==> config.mk <==
export PLATFORM = sky130hd
export DESIGN_NAME = video_timing_gen
export DESIGN_NICKNAME = d
export VERILOG_FILES = /design/src/rtl/video_timing_pkg.sv /design/src/rtl/pipe_delay.sv /design/src/rtl/video_timing_gen.sv
export SDC_FILE = /design/constraint.sdc
export NUM_CORES = 1
export LEC_CHECK = 0
export ABC_AREA = 1
export BUFFER_PORTS_ARGS = -buffer_cell sky130_fd_sc_hd__buf_2
export CAP_MARGIN = 20
export CORE_ASPECT_RATIO = 0.8
export CORE_MARGIN = 2
export CORE_UTILIZATION = 49
export DETAILED_ROUTE_END_ITERATION = 8
export PLACE_DENSITY = 0.78
export SYNTH_ARGS = -nofsm -noshare
export SYNTH_HDL_FRONTEND = slang
export SYNTH_SLANG_ARGS = --single-unit
export TNS_END_PERCENT = 20
==> constraint.sdc <==
create_clock -name i_clk -period 2.2 [get_ports i_clk]
set_input_delay 0.33 -clock i_clk [delete_from_list [all_inputs] [get_ports i_clk]]
set_output_delay 0.33 -clock i_clk [all_outputs]
set_load 0.005 [all_outputs]
==> src/rtl/video_timing_pkg.sv <==
// Shared constants and payload types for the DVI raster timing path.
package video_timing_pkg;

    localparam int unsigned DEF_H_ACTIVE = 640;
    localparam int unsigned DEF_H_FP     = 16;
    localparam int unsigned DEF_H_SYNC   = 96;
    localparam int unsigned DEF_H_BP     = 48;
    localparam int unsigned DEF_V_ACTIVE = 480;
    localparam int unsigned DEF_V_FP     = 10;
    localparam int unsigned DEF_V_SYNC   = 2;
    localparam int unsigned DEF_V_BP     = 33;
    localparam int unsigned DEF_PIX_LAT  = 2;
    localparam int unsigned RGB_W        = 24;

    typedef struct packed {
        logic [7:0] r;
        logic [7:0] g;
        logic [7:0] b;
    } rgb_t;

    // Activity flags (not pin levels) carried down the alignment delay line
    typedef struct packed {
        logic de;
        logic hs;
        logic vs;
    } vtiming_t;

    localparam int unsigned TMDS_CH_BLUE   = 0;
    localparam int unsigned TMDS_CH_GREEN  = 1;
    localparam int unsigned TMDS_CH_RED    = 2;
    localparam logic [1:0]  TMDS_CTRL_TIED = 2'b00;

endpackage

==> src/rtl/pipe_delay.sv <==
// Fixed-depth register chain; every stage resets to RESET_VAL.
module pipe_delay #(
    parameter int unsigned       WIDTH     = 3,
    parameter int unsigned       DEPTH     = 2,
    parameter logic [WIDTH-1:0]  RESET_VAL = '0
) (
    input  logic             i_clk,
    input  logic             i_rst,
    input  logic [WIDTH-1:0] i_d,
    output logic [WIDTH-1:0] o_q
);

    logic [WIDTH-1:0] stage [DEPTH];

    always_ff @(posedge i_clk or posedge i_rst) begin
        if (i_rst) begin
            for (int i = 0; i < int'(DEPTH); i++) begin
                stage[i] <= RESET_VAL;
            end
        end else begin
            stage[0] <= i_d;
            for (int i = 1; i < int'(DEPTH); i++) begin
                stage[i] <= stage[i-1];
            end
        end
    end

    assign o_q = stage[DEPTH-1];

endmodule

==> src/rtl/video_timing_gen.sv <==
// Raster timing generator: pixel coordinates/fetch strobe out, pipeline-aligned
// DE/HSYNC/VSYNC plus colour and TMDS control terms back out after PIX_LATENCY+1.
module video_timing_gen
    import video_timing_pkg::*;
#(
    parameter int unsigned H_ACTIVE    = DEF_H_ACTIVE,
    parameter int unsigned H_FP        = DEF_H_FP,
    parameter int unsigned H_SYNC      = DEF_H_SYNC,
    parameter int unsigned H_BP        = DEF_H_BP,
    parameter int unsigned V_ACTIVE    = DEF_V_ACTIVE,
    parameter int unsigned V_FP        = DEF_V_FP,
    parameter int unsigned V_SYNC      = DEF_V_SYNC,
    parameter int unsigned V_BP        = DEF_V_BP,
    parameter logic        HS_POL      = 1'b0,
    parameter logic        VS_POL      = 1'b0,
    parameter int unsigned PIX_LATENCY = DEF_PIX_LAT,
    localparam int unsigned H_TOTAL    = H_ACTIVE + H_FP + H_SYNC + H_BP,
    localparam int unsigned V_TOTAL    = V_ACTIVE + V_FP + V_SYNC + V_BP,
    localparam int unsigned X_W        = $clog2(H_TOTAL),
    localparam int unsigned Y_W        = $clog2(V_TOTAL)
) (
    input  logic             i_clk,
    input  logic             i_rst,
    output logic [X_W-1:0]   o_x,
    output logic [Y_W-1:0]   o_y,
    output logic             o_fetch,
    output logic             o_line_start,
    output logic             o_frame_start,
    input  logic [RGB_W-1:0] i_rgb,
    output logic             o_de,
    output logic             o_hsync,
    output logic             o_vsync,
    output logic             o_ctrl_valid,
    output logic [1:0]       o_ctrl,
    output logic [7:0]       o_red,
    output logic [7:0]       o_green,
    output logic [7:0]       o_blue
);

    localparam int unsigned VT_W = $bits(vtiming_t);

    localparam logic [X_W-1:0] X_LAST   = X_W'(H_TOTAL - 1);
    localparam logic [Y_W-1:0] Y_LAST   = Y_W'(V_TOTAL - 1);
    localparam logic [X_W-1:0] X_ACT    = X_W'(H_ACTIVE);
    localparam logic [Y_W-1:0] Y_ACT    = Y_W'(V_ACTIVE);
    localparam logic [X_W-1:0] HS_START = X_W'(H_ACTIVE + H_FP);
    localparam logic [X_W-1:0] HS_END   = X_W'(H_ACTIVE + H_FP + H_SYNC);
    localparam logic [Y_W-1:0] VS_START = Y_W'(V_ACTIVE + V_FP);
    localparam logic [Y_W-1:0] VS_END   = Y_W'(V_ACTIVE + V_FP + V_SYNC);

    if (PIX_LATENCY < 1 || PIX_LATENCY > 8) begin : g_bad_latency
        $error("video_timing_gen: PIX_LATENCY must be in 1..8");
    end
    if (H_FP == 0 || H_SYNC == 0 || H_BP == 0 ||
        V_FP == 0 || V_SYNC == 0 || V_BP == 0) begin : g_bad_timing
        $error("video_timing_gen: porch and sync lengths must be non-zero");
    end

    vtiming_t raw_c;
    vtiming_t tap;
    rgb_t     pix_c;
    logic     hs_pin_c;
    logic     vs_pin_c;

    // Raster counters; y advances on the x wrap edge, both may wrap together
    always_ff @(posedge i_clk or posedge i_rst) begin
        if (i_rst) begin
            o_x <= '0;
            o_y <= '0;
        end else if (o_x == X_LAST) begin
            o_x <= '0;
            o_y <= (o_y == Y_LAST) ? '0 : o_y + Y_W'(1);
        end else begin
            o_x <= o_x + X_W'(1);
        end
    end

    always_comb begin
        o_fetch       = (o_x < X_ACT) && (o_y < Y_ACT);
        o_line_start  = (o_x == '0);
        o_frame_start = (o_x == '0) && (o_y == '0);
        raw_c.de      = o_fetch;
        raw_c.hs      = (o_x >= HS_START) && (o_x < HS_END);
        raw_c.vs      = (o_y >= VS_START) && (o_y < VS_END);
    end

    pipe_delay #(
        .WIDTH     (VT_W),
        .DEPTH     (PIX_LATENCY),
        .RESET_VAL (VT_W'(0))
    ) u_timing_dly (
        .i_clk (i_clk),
        .i_rst (i_rst),
        .i_d   (raw_c),
        .o_q   (tap)
    );

    always_comb begin
        pix_c    = i_rgb;
        hs_pin_c = tap.hs ? HS_POL : ~HS_POL;
        vs_pin_c = tap.vs ? VS_POL : ~VS_POL;
    end

    // Output register: tap and renderer pixel land together; colour blanked outside DE
    always_ff @(posedge i_clk or posedge i_rst) begin
        if (i_rst) begin
            o_de         <= 1'b0;
            o_ctrl_valid <= 1'b1;
            o_hsync      <= ~HS_POL;
            o_vsync      <= ~VS_POL;
            o_ctrl       <= {~VS_POL, ~HS_POL};
            o_red        <= 8'h00;
            o_green      <= 8'h00;
            o_blue       <= 8'h00;
        end else begin
            o_de         <= tap.de;
            o_ctrl_valid <= ~tap.de;
            o_hsync      <= hs_pin_c;
            o_vsync      <= vs_pin_c;
            o_ctrl       <= {vs_pin_c, hs_pin_c};
            o_red        <= tap.de ? pix_c.r : 8'h00;
            o_green      <= tap.de ? pix_c.g : 8'h00;
            o_blue       <= tap.de ? pix_c.b : 8'h00;
        end
    end

endmodule

## Yosys cells after proc, flatten, opt, wreduce, memory -nomap -nowiden

Cells that the tools add are included.

- Input bits: 26
- Word-level logic and storage cells: 36
- Flip-flop bits (word level): 56

- Order comparisons: 6
- $add $sub $neg: 2
- Reductions and logical operators: 6
- Bitwise gates (word level): 1
- Muxes and demuxes: 7
- Equality and inequality tests: 2

Operators by type and width:

| operator | number |
|---|---|
| $mux W8 | 3 |
| $add A10 B1 Y10 const B | 2 |
| $eq A10 B10 Y1 const B | 2 |
| $logic_not A10 Y1 | 2 |
| $lt A10 B10 Y1 const B | 2 |
| $lt A10 B9 Y1 const B | 2 |
| $mux W10 | 2 |
| $ge A10 B10 Y1 const B | 1 |
| $ge A10 B9 Y1 const B | 1 |
| $logic_and A1 B1 Y1 | 4 |
| $mux W1 | 2 |
| $not A1 Y1 | 1 |

## Logic depth before layout (Yosys ltp)

Gate-level depths: netlist (run 1).

- Word-level depth: 2
- Mapped depth: 9

## Cells and area by module

From an unflattened synthesis (run 1), not the netlist that was laid out.

- Cell total of the unflattened synthesis: 255
- Area, all modules: 2316.0 um^2

By module, submodules not included:

| module | times used | area each (um^2) | cells an instance |
|---|---|---|---|
| video_timing_gen | 1 | 2139.6 | 245 |
| pipe_delay | 1 | 176.4 | 10 |

## Worst setup path before layout (run 1)

No wires, ideal clock.

- Kind: reg2out
- From: reg o_y[0]
- To: out o_frame_start
- Path slack: 0.758 ns
- Cell stages (with the launch flop): 7
- Data arrival time: 1.112 ns
- Path buffers: 0
- Cell sequence: dfrtp_1 > inv_1 > ha_1 > inv_1 > nor2_1 > nand3_1 > nor4_1

- Cells in the longest elaborated chain, start to end: 2

RTL lines:

| what | RTL line | RTL |
|---|---|---|
| start: declaration | video_timing_gen.sv:25 | `output logic [Y_W-1:0] o_y,` |
| start signal: assignment | video_timing_gen.sv:72 | `o_y <= (o_y == Y_LAST) ? '0 : o_y + Y_W'(1);` |
| $logic_not A10 Y1 | video_timing_gen.sv:81 | `o_frame_start = (o_x == '0) && (o_y == '0);` |
| $logic_and A1 B1 Y1 | video_timing_gen.sv:81 |  |
| end: declaration | video_timing_gen.sv:28 | `output logic o_frame_start,` |

Every way passes these cells.

## Worst setup path in the final report (run 1)

Ends and elaborated chain as after synthesis.

==> flow_summary.toml, run 1 <==
[cts]
ctsRootBufferMaster = "clkbuf_8"
numClockSinks = 54
cts_tree = "done"
clk_pin_slew_ns = 0.10
clockBufferDepth = 2
cts_buffers = 5
cts_hold_buf = 1
ctsResizeCount = 0
worstSkewPairLatency_ns = 0.31
post_cts_buffers = 0
h-tree-depth = 2

[sta]
setup_viol = 0
finalHoldViolCount = 0
setup_ws_ns = 0.2708
rsz0062_at_grt = "false"
slew_headroom_pct = 48.52
finalCritPeriodShare_pct = 87.69
fin_crit_ns = 1.929
drv_slew = 0
fin_skew_ns = 0.006345
worst_pin_slew_ns = 0.7723
final.setup.tns_ns = 0
fmax_mhz = 518.3

[flow_run]
maxCapViolations = 0

[floorplanning]
core_area_sq_um = 4542
die_area_sq_um = 5250
die_height_microns = 65.21
initial_utilization_pct = 50.52
io_pins = 79
num_rows = 22
die_x_microns = 80.51

[detailed_routing]
vias = 1834
wl_per_cell_microns = 11.60
drc_errors = 0
ant_nets = 0
totalWireLength_microns = 4628
drt_iter0_drc = 141
drtPass1Iterations = 4
routed_via_density = 4.596

[worst_setup_path]
arrival_ns = 1.60
start_kind = "register"
crit_type = "register to primary output"
critPathMaxFanout = 5
worstSetupEndpointType = "primary output"
regToRegSetupSlack_ns = 0.70
worstPathRequired_ns = 1.87

[placed_design]
portBuffers = 78
gp_congestion = 0.8689
placed_area_sq_um = 2754
dp_hpwl_microns = 3478
pre_cts_slack_ns = 0.6077

[power]
ir_drop_mv = 0.4304
p_leak_nw = 1.661
p_per_area_nw_per_um2 = 590.5

[cells_and_area]
num-fill-cells = 425
layout.nets = 368
area_growth_pct = 24.65
final_common_cell = "buf_2"
drive_gt1_share_pct = 29.20
antenna_cells = 0
final_cell_mix = "78 x buf_2, 57 x inv_1, 53 x nand2_1, 51 x dfrtp_1, 30 x nor2_1"
final_area_sq_um = 2860

[grt]
grt_overflow = 0
grt_pass1_wl_microns = 7893
grt_usage_pct = 20.13
grt_max_degree = 52
grt_pass1_vias = 1764
antenna_found_initial = 0

[hold_path]
min_path_type = "input pin to register"

[synthesis]
synth-seq-area-share_pct = 59.05
synth_area_sq_um = 2295
yosys_warnings = 0
syn_area_per_cell_sq_um = 8.964
post_synth_num_cell_types = 22
synth.ff_latch_count = 54
syn_inst = 256
synth_fp_nets = 286

[outcome]
outcome = "finished, final reports clean"
==> critical path, cell delays in order, from the launching register on <==
cell and delay [ns]:
dfrtp_1 0.44, inv_1 0.11, ha_1 0.15, inv_1 0.04
nor2_1 0.07, nand3_1 0.11, nor4_1 0.22, buf_2 0.15
==> where the power goes <==
group / total [mW] / switching (mW) / internal [mW]
sequential: 1.02 / 0.00560 / 1.01
clock: 0.579 / 0.343 / 0.236
combinational: 0.0899 / 0.0472 / 0.0428
total: 1.69 / 0.396 / 1.29
==> cell type report <==
cell class	instances	area, sq um	area share (%)
sequential	54	1355	47.38
clock inverter	3	27.53	0.9624
tap	60	75.07	2.625
timing repair buffer	80	420.4	14.70
inverter	58	217.7	7.612
multi-input combinational	139	695.7	24.32
clock buffer	5	68.82	2.406
==> through the flow <==
stage / instances / hold WS [ns] / power (mW) / util (%)
after floorplan: 256 / 0.3312 / 1.073 / -
after global placement: 390 / 0.2041 / 1.126 / 60.63
after detailed placement: 390 / 0.2138 / 1.132 / 60.63
after CTS: 399 / 0.1822 / 1.718 / 62.98
after global routing: 399 / 0.1815 / 1.781 / 62.98
final: 399 / 0.1985 / 1.689 / 62.98
==> cells in the mapped netlist (all sizes together) <==
cell type / instances / area, sq um
a211oi: 1 / 7.510
a21oi: 4 / 20.02
buf: 2 / 15.01
clkbuf: 3 / 11.26
dfrtp: 51 / 1276
dfstp: 3 / 78.83
ha: 4 / 50.05
inv: 58 / 217.7
nand2: 55 / 211.5
nand3: 14 / 75.07
nand3b: 2 / 15.01
nand4: 4 / 25.02
nor2: 35 / 158.9
nor3: 2 / 10.01
nor4: 1 / 6.260
o211a: 1 / 10.01
o21ai: 9 / 45.04
xor2: 7 / 61.31
==> registers in the layout (all words and copies together), names as in the netlist <==
signal / count
o_de: 1
o_blue: 8
u_timing_dly.stage: 3
o_green: 8
o_ctrl: 2
o_ctrl_valid: 1
o_y: 10
o_red: 8
u_timing_dly.o_q: 3
o_x: 10
==> per-layer routing <==
metal	share of wire, %	vias to the layer above	routed length, microns	track usage [%]
met5	0	-	0	0
met4	0.22	0	10	7.203
met3	5.2	2	239	5.907
met2	52	62	2419	33.13
met1	42	846	1958	25.46
li1	-	924	-	-
==> final timing paths <==
check	startpoint	end	cells after the start
worst max register to register	o_y[0]	o_y[1]	9
worst max-delay path	o_y[0]	o_frame_start	7
worst min-delay path	i_rgb[10]	o_green[2]	3
min in group asynchronous	i_rst	o_red[2]	3
worst min register to register	u_timing_dly.o_q[0]	o_ctrl[1]	1
max in group asynchronous	i_rst	o_ctrl_valid	4
==> kinds of logic (layout without fill, tap and decap cells) <==
family / Yosys count / after routing / share of synthesized area (%)
AO/OA/AOI/OAI: 15 / 15 / 3.599
XOR/XNOR: 7 / 7 / 2.672
adder cells (fa/ha/maj): 4 / 4 / 2.181
buffers and inverters: 63 / 146 / 10.63
flip-flops: 54 / 54 / 59.05
AND/OR/NAND/NOR: 113 / 113 / 21.86
Power figures use the tool's default switching activity.
==> run 2: changes to the inputs <==
--- a/config.mk
+++ b/config.mk
@@ -9,9 +9,9 @@
 export BUFFER_PORTS_ARGS = -buffer_cell sky130_fd_sc_hd__buf_2
 export CAP_MARGIN = 20
 export CORE_ASPECT_RATIO = 0.8
-export CORE_MARGIN = 2
 export CORE_UTILIZATION = 49
 export DETAILED_ROUTE_END_ITERATION = 8
+export MAX_ROUTING_LAYER = met4
 export PLACE_DENSITY = 0.78
 export SYNTH_ARGS = -nofsm -noshare
 export SYNTH_HDL_FRONTEND = slang
==> run 2 against run 1 <==
The flow now finishes with violations (negative hold slack). Highest routed layer unchanged. Via count grew 0.65%. Final cell count shrank 1.0%. Core utilization grew 2.9 points. Critical endpoint unchanged. Combinational power shrank 3.2%. Wire length grew 0.82%.
==> flow_summary.toml, run 2 (synthesis gave the netlist of run 1 again) <==
[outcome]
outcome = "complete, but fails checks"
violations = "negative hold slack"

[worst_setup_path]
worstSetupEndpointType = "primary output"
arrival_ns = 1.60
critPathTopFamily = "flip-flops"
path_cells = "inv_1 > ha_1 > inv_1 > nor2_1 > nand3_1 > nor4_1 > buf_2"
crit_type = "register to primary output"
crit_path_max_incr_delay_ns = 0.44
crit_path_frequent_cell = "inv_1"
worstPathRequired_ns = 1.87
start_kind = "register"
critPathMaxFanout = 5
crit_slowest_cell = "dfrtp_1"
path_buf_inv = 3

[flow_run]
maxCapViolations = 0

[cells_and_area]
top_regs = "o_x: 10 flops, o_y: 10 flops"
multi_input_area_sq_um = 695.7
post-route-util_pct = 65.92
drive_gt1_share_pct = 29.29
final_cell_mix = "78 x buf_2, 57 x inv_1, 53 x nand2_1, 51 x dfrtp_1, 30 x nor2_1"
final_area_sq_um = 2858
area_growth_pct = 24.54
seq_area_sq_um = 1355
layout.nets = 368
antenna_cells = 0
num-fill-cells = 393
final_common_cell = "buf_2"
instances_no_fill = 395

[grt]
grt_overflow = 0
grt_pass1_wl_microns = 7859
antenna_found_initial = 0
grt_max_degree = 27
grt_pass1_vias = 1821
grt_usage_pct = 21.20

[floorplanning]
core_area_sq_um = 4335
initial_utilization_pct = 52.93
num_rows = 21
io_pins = 79
die_area_sq_um = 4963
die_x_microns = 78.51
die_height_microns = 63.21

[detailed_routing]
routed_via_density = 4.673
vias = 1846
drtPass1Iterations = 4
drt_iter0_drc = 109
wl_per_cell_microns = 11.81
totalWireLength_microns = 4666
drc_errors = 0
ant_nets = 0

[power]
p_per_area_nw_per_um2 = 617.4
ir_drop_mv = 0.4011
p_leak_nw = 1.668
p_total_mw = 1.764

[sta]
holdWs_ns = -0.0003178
finalHoldViolCount = 5
fin_crit_ns = 1.929
setup_ws_ns = 0.2706
setup_viol = 0
slew_headroom_pct = 49.53
fmax_mhz = 518.3
worst_pin_slew_ns = 0.7571
fin_skew_ns = 0.007394
finalCritPeriodShare_pct = 87.70
drv_slew = 0
rsz0062_at_grt = "false"
final.setup.tns_ns = 0

[cts]
worstSkewPairLatency_ns = 0.30
cts_buffers = 5
cts_tree = "done"
clk_pin_slew_ns = 0.09
ctsRootBufferMaster = "clkbuf_8"
h-tree-depth = 2
cts_hold_buf = 0
clockBufferDepth = 2
numClockSinks = 54
post_cts_buffers = 0
ctsResizeCount = 0

[placed_design]
dp_hpwl_microns = 3551
placed_area_sq_um = 2745
pre_cts_slack_ns = 0.5919
gp_congestion = 0.9151
place_inst = 388
portBuffers = 78

[hold_path]
min_path_type = "input pin to asynchronous set/reset pin"
run 2: layout make-up:
cell class              count  area share, %
flip-flops and latches     54          47.42
multi-input cells         139          24.34
repair buffers             80          14.19
inverters                  58          7.618
clock buffers               6          2.890
well taps                  57          2.496
clock inverters             1          1.051
run 2: path summary, 6_finish.rpt:
check                                            from  cells past startpoint  slack (ns)                  end
worst max-delay path                           o_y[0]                      7        0.27        o_frame_start
worst min-delay path                            i_rst                      2     -0.0003               o_y[3]
worst max register to register                 o_y[0]                      9        0.65               o_y[0]
worst min register to register  u_timing_dly.stage[4]                      0        0.35  u_timing_dly.o_q[1]
max in group asynchronous                       i_rst                      3        1.59            o_ctrl[0]
min in group i_clk                           i_rgb[4]                      3        0.21            o_blue[4]
run 2: where the power goes:
group	leakage [nW]	internal (mW)	switching, mW	total, mW
Clock	0.0573	0.364	0.294	0.658
Combinational	0.952	0.0402	0.0468	0.0870
Sequential	0.658	1.01	0.00507	1.02
run 2: metal layers:
metal	track usage (%)	part of all wire, %
met1	24.64	43
met3	4.928	4.5
met4	6.944	1.4
met2	36.20	51
met5	-	0
==> run 3: changes to the inputs <==
--- a/config.mk
+++ b/config.mk
@@ -6,13 +6,13 @@
 export NUM_CORES = 1
 export LEC_CHECK = 0
 export ABC_AREA = 1
-export BUFFER_PORTS_ARGS = -buffer_cell sky130_fd_sc_hd__buf_2
 export CAP_MARGIN = 20
 export CORE_ASPECT_RATIO = 0.8
-export CORE_UTILIZATION = 49
+export CORE_UTILIZATION = 56
 export DETAILED_ROUTE_END_ITERATION = 8
+export DONT_BUFFER_PORTS = 1
 export MAX_ROUTING_LAYER = met4
-export PLACE_DENSITY = 0.78
+export PLACE_DENSITY = 0.71
 export SYNTH_ARGS = -nofsm -noshare
 export SYNTH_HDL_FRONTEND = slang
 export SYNTH_SLANG_ARGS = --single-unit
==> run 3 against run 2 <==
The run now ends clean. Flip-flop and latch count unchanged. Non-clock buffer count fell by 78. Power is 8.5% lower. Wire length decreased by 13%. Clock skew is 0.0017 ns higher. Register-to-register slack better by 0.02 ns. Final cell count down 20%. Critical path depth fell by 1. Largest power group unchanged.
==> flow_summary.toml, run 3 (synthesis gave the netlist of run 1 again) <==
[detailed_routing]
drc_errors = 0
ant_nets = 0
wl_met1_microns = 1810
routed.top_layer = "met4"
totalWireLength_microns = 4066
routed-wl-met2_microns = 1911
vias = 1538
drt_iter0_drc = 111
routed_via_density = 4.867
wl_met3_microns = 300
wl_per_cell_microns = 12.87
drtPass1Iterations = 4

[floorplanning]
io_pins = 79
die_area_sq_um = 4359
die_height_microns = 59.26
initial_utilization_pct = 59.55
core_area_sq_um = 3854
num_rows = 20
die_x_microns = 73.57

[sta]
fmax_mhz = 520.0
slew_headroom_pct = 50.20
rsz0062_at_grt = "false"
worst_pin_slew_ns = 0.7470
finalHoldViolCount = 0
fin_crit_ns = 1.923
final.setup.tns_ns = 0
setup_viol = 0
drv_slew = 0
finalCritPeriodShare_pct = 87.41
fin_skew_ns = 0.009107

[worst_setup_path]
worstPathRequired_ns = 1.87
crit_slowest_cell = "dfrtp_1"
crit_path_frequent_cell = "inv_1"
critPathTopFamily = "simple AND/OR/NAND/NOR gates"
path_cells = "inv_1 > ha_1 > inv_1 > nor2_1 > nand3_1 > nor4_1"
crit_type = "register to primary output"
path_buf_inv = 2
worstSetupEndpointType = "primary output"
arrival_ns = 1.59
crit_path_max_incr_delay_ns = 0.45
start_kind = "register"
critPathMaxFanout = 5

[placed_design]
placed_area_sq_um = 2357
gp_congestion = 0.8382
dp_hpwl_microns = 2987
portBuffers = 0

[cells_and_area]
top_regs = "o_x: 10 flops, o_y: 10 flops"
layout.nets = 290
num-fill-cells = 363
post-route-util_pct = 63.77
drive_gt1_share_pct = 8.046
antenna_cells = 0
final_common_cell = "inv_1"
final_cell_mix = "57 x inv_1, 53 x nand2_1, 51 x dfrtp_1, 30 x nor2_1, 13 x nand3_1"
final_area_sq_um = 2457
area_growth_pct = 7.088

[flow_run]
maxCapViolations = 0

[grt]
grt_pass1_wl_microns = 6368
grt_overflow = 0
antenna_found_initial = 0
grt_usage_pct = 20.61
grt_max_degree = 30
grt_pass1_vias = 1390

[cts]
cts_tree = "done"
h-tree-depth = 2
clk_pin_slew_ns = 0.10
cts_hold_buf = 1
cts_buffers = 5
numClockSinks = 54
ctsRootBufferMaster = "clkbuf_8"
post_cts_buffers = 0
clockBufferDepth = 2
worstSkewPairLatency_ns = 0.30
ctsResizeCount = 0

[hold_path]
min_path_type = "input pin to register"

[power]
p_leak_nw = 1.333
p_per_area_nw_per_um2 = 656.7
ir_drop_mv = 0.5356
p_total_mw = 1.614

[outcome]
outcome = "finished, final reports clean"
==> run 3: where the power goes <==
part	internal [mW]	switching (mW)	total (mW)
logic	0.0131	0.0286	0.0417
registers	1.01	0.0117	1.03
clock network	0.224	0.322	0.546
total	1.25	0.362	1.61
==> run 3: final timing paths <==
path	start	end	slack (ns)	cells after the start
max	o_y[0]	o_frame_start	0.28	6
min reg2reg	u_timing_dly.o_q[1]	o_ctrl[0]	0.34	1
max reg2reg	o_y[0]	o_y[0]	0.67	9
max in group asynchronous	i_rst	o_ctrl[1]	1.08	3
min	i_rgb[4]	o_blue[4]	0.11	2
min in group asynchronous	i_rst	o_blue[4]	0.52	2
==> run 3: metrics by stage <==
step	cells	setup slack, ns	hold WS [ns]
after global routing	316	0.1481	0.09774
after global placement	307	0.6668	0.2852
after floorplan	256	0.5604	0.3312
final	316	0.2771	0.1148
after detailed placement	307	0.6091	0.2925
after CTS	316	0.2671	0.1057
==> run 3: worst register-to-register path: cells and delay by family, from the launching register on <==
kind / cells / cell delay, ns
flops: 1 / 0.45
compound gates: 1 / 0.07
buf+inv: 3 / 0.28
simple gates: 4 / 0.48
fa+ha+maj: 1 / 0.16
==> run 3: layout make-up <==
cell class                      count  area [sq um]  area share, %
Sequential cell                    54          1355          55.14
Timing Repair Buffer                2         30.03          1.222
Inverter                           58         217.7          8.859
Tap cell                           55         68.82          2.800
Clock inverter                      3         21.27         0.8656
Clock buffer                        5         68.82          2.800
Multi-Input combinational cell    139         695.7          28.31
==> run 3: routing by layer <==
| layer | up-vias | GRT usage, % |
|---|---|---|
| met4 | 0 | 6.593 |
| met5 | - | - |
| met1 | 719 | 26.29 |
| met2 | 48 | 31.59 |
| li1 | 766 | - |
| met3 | 5 | 6.463 |
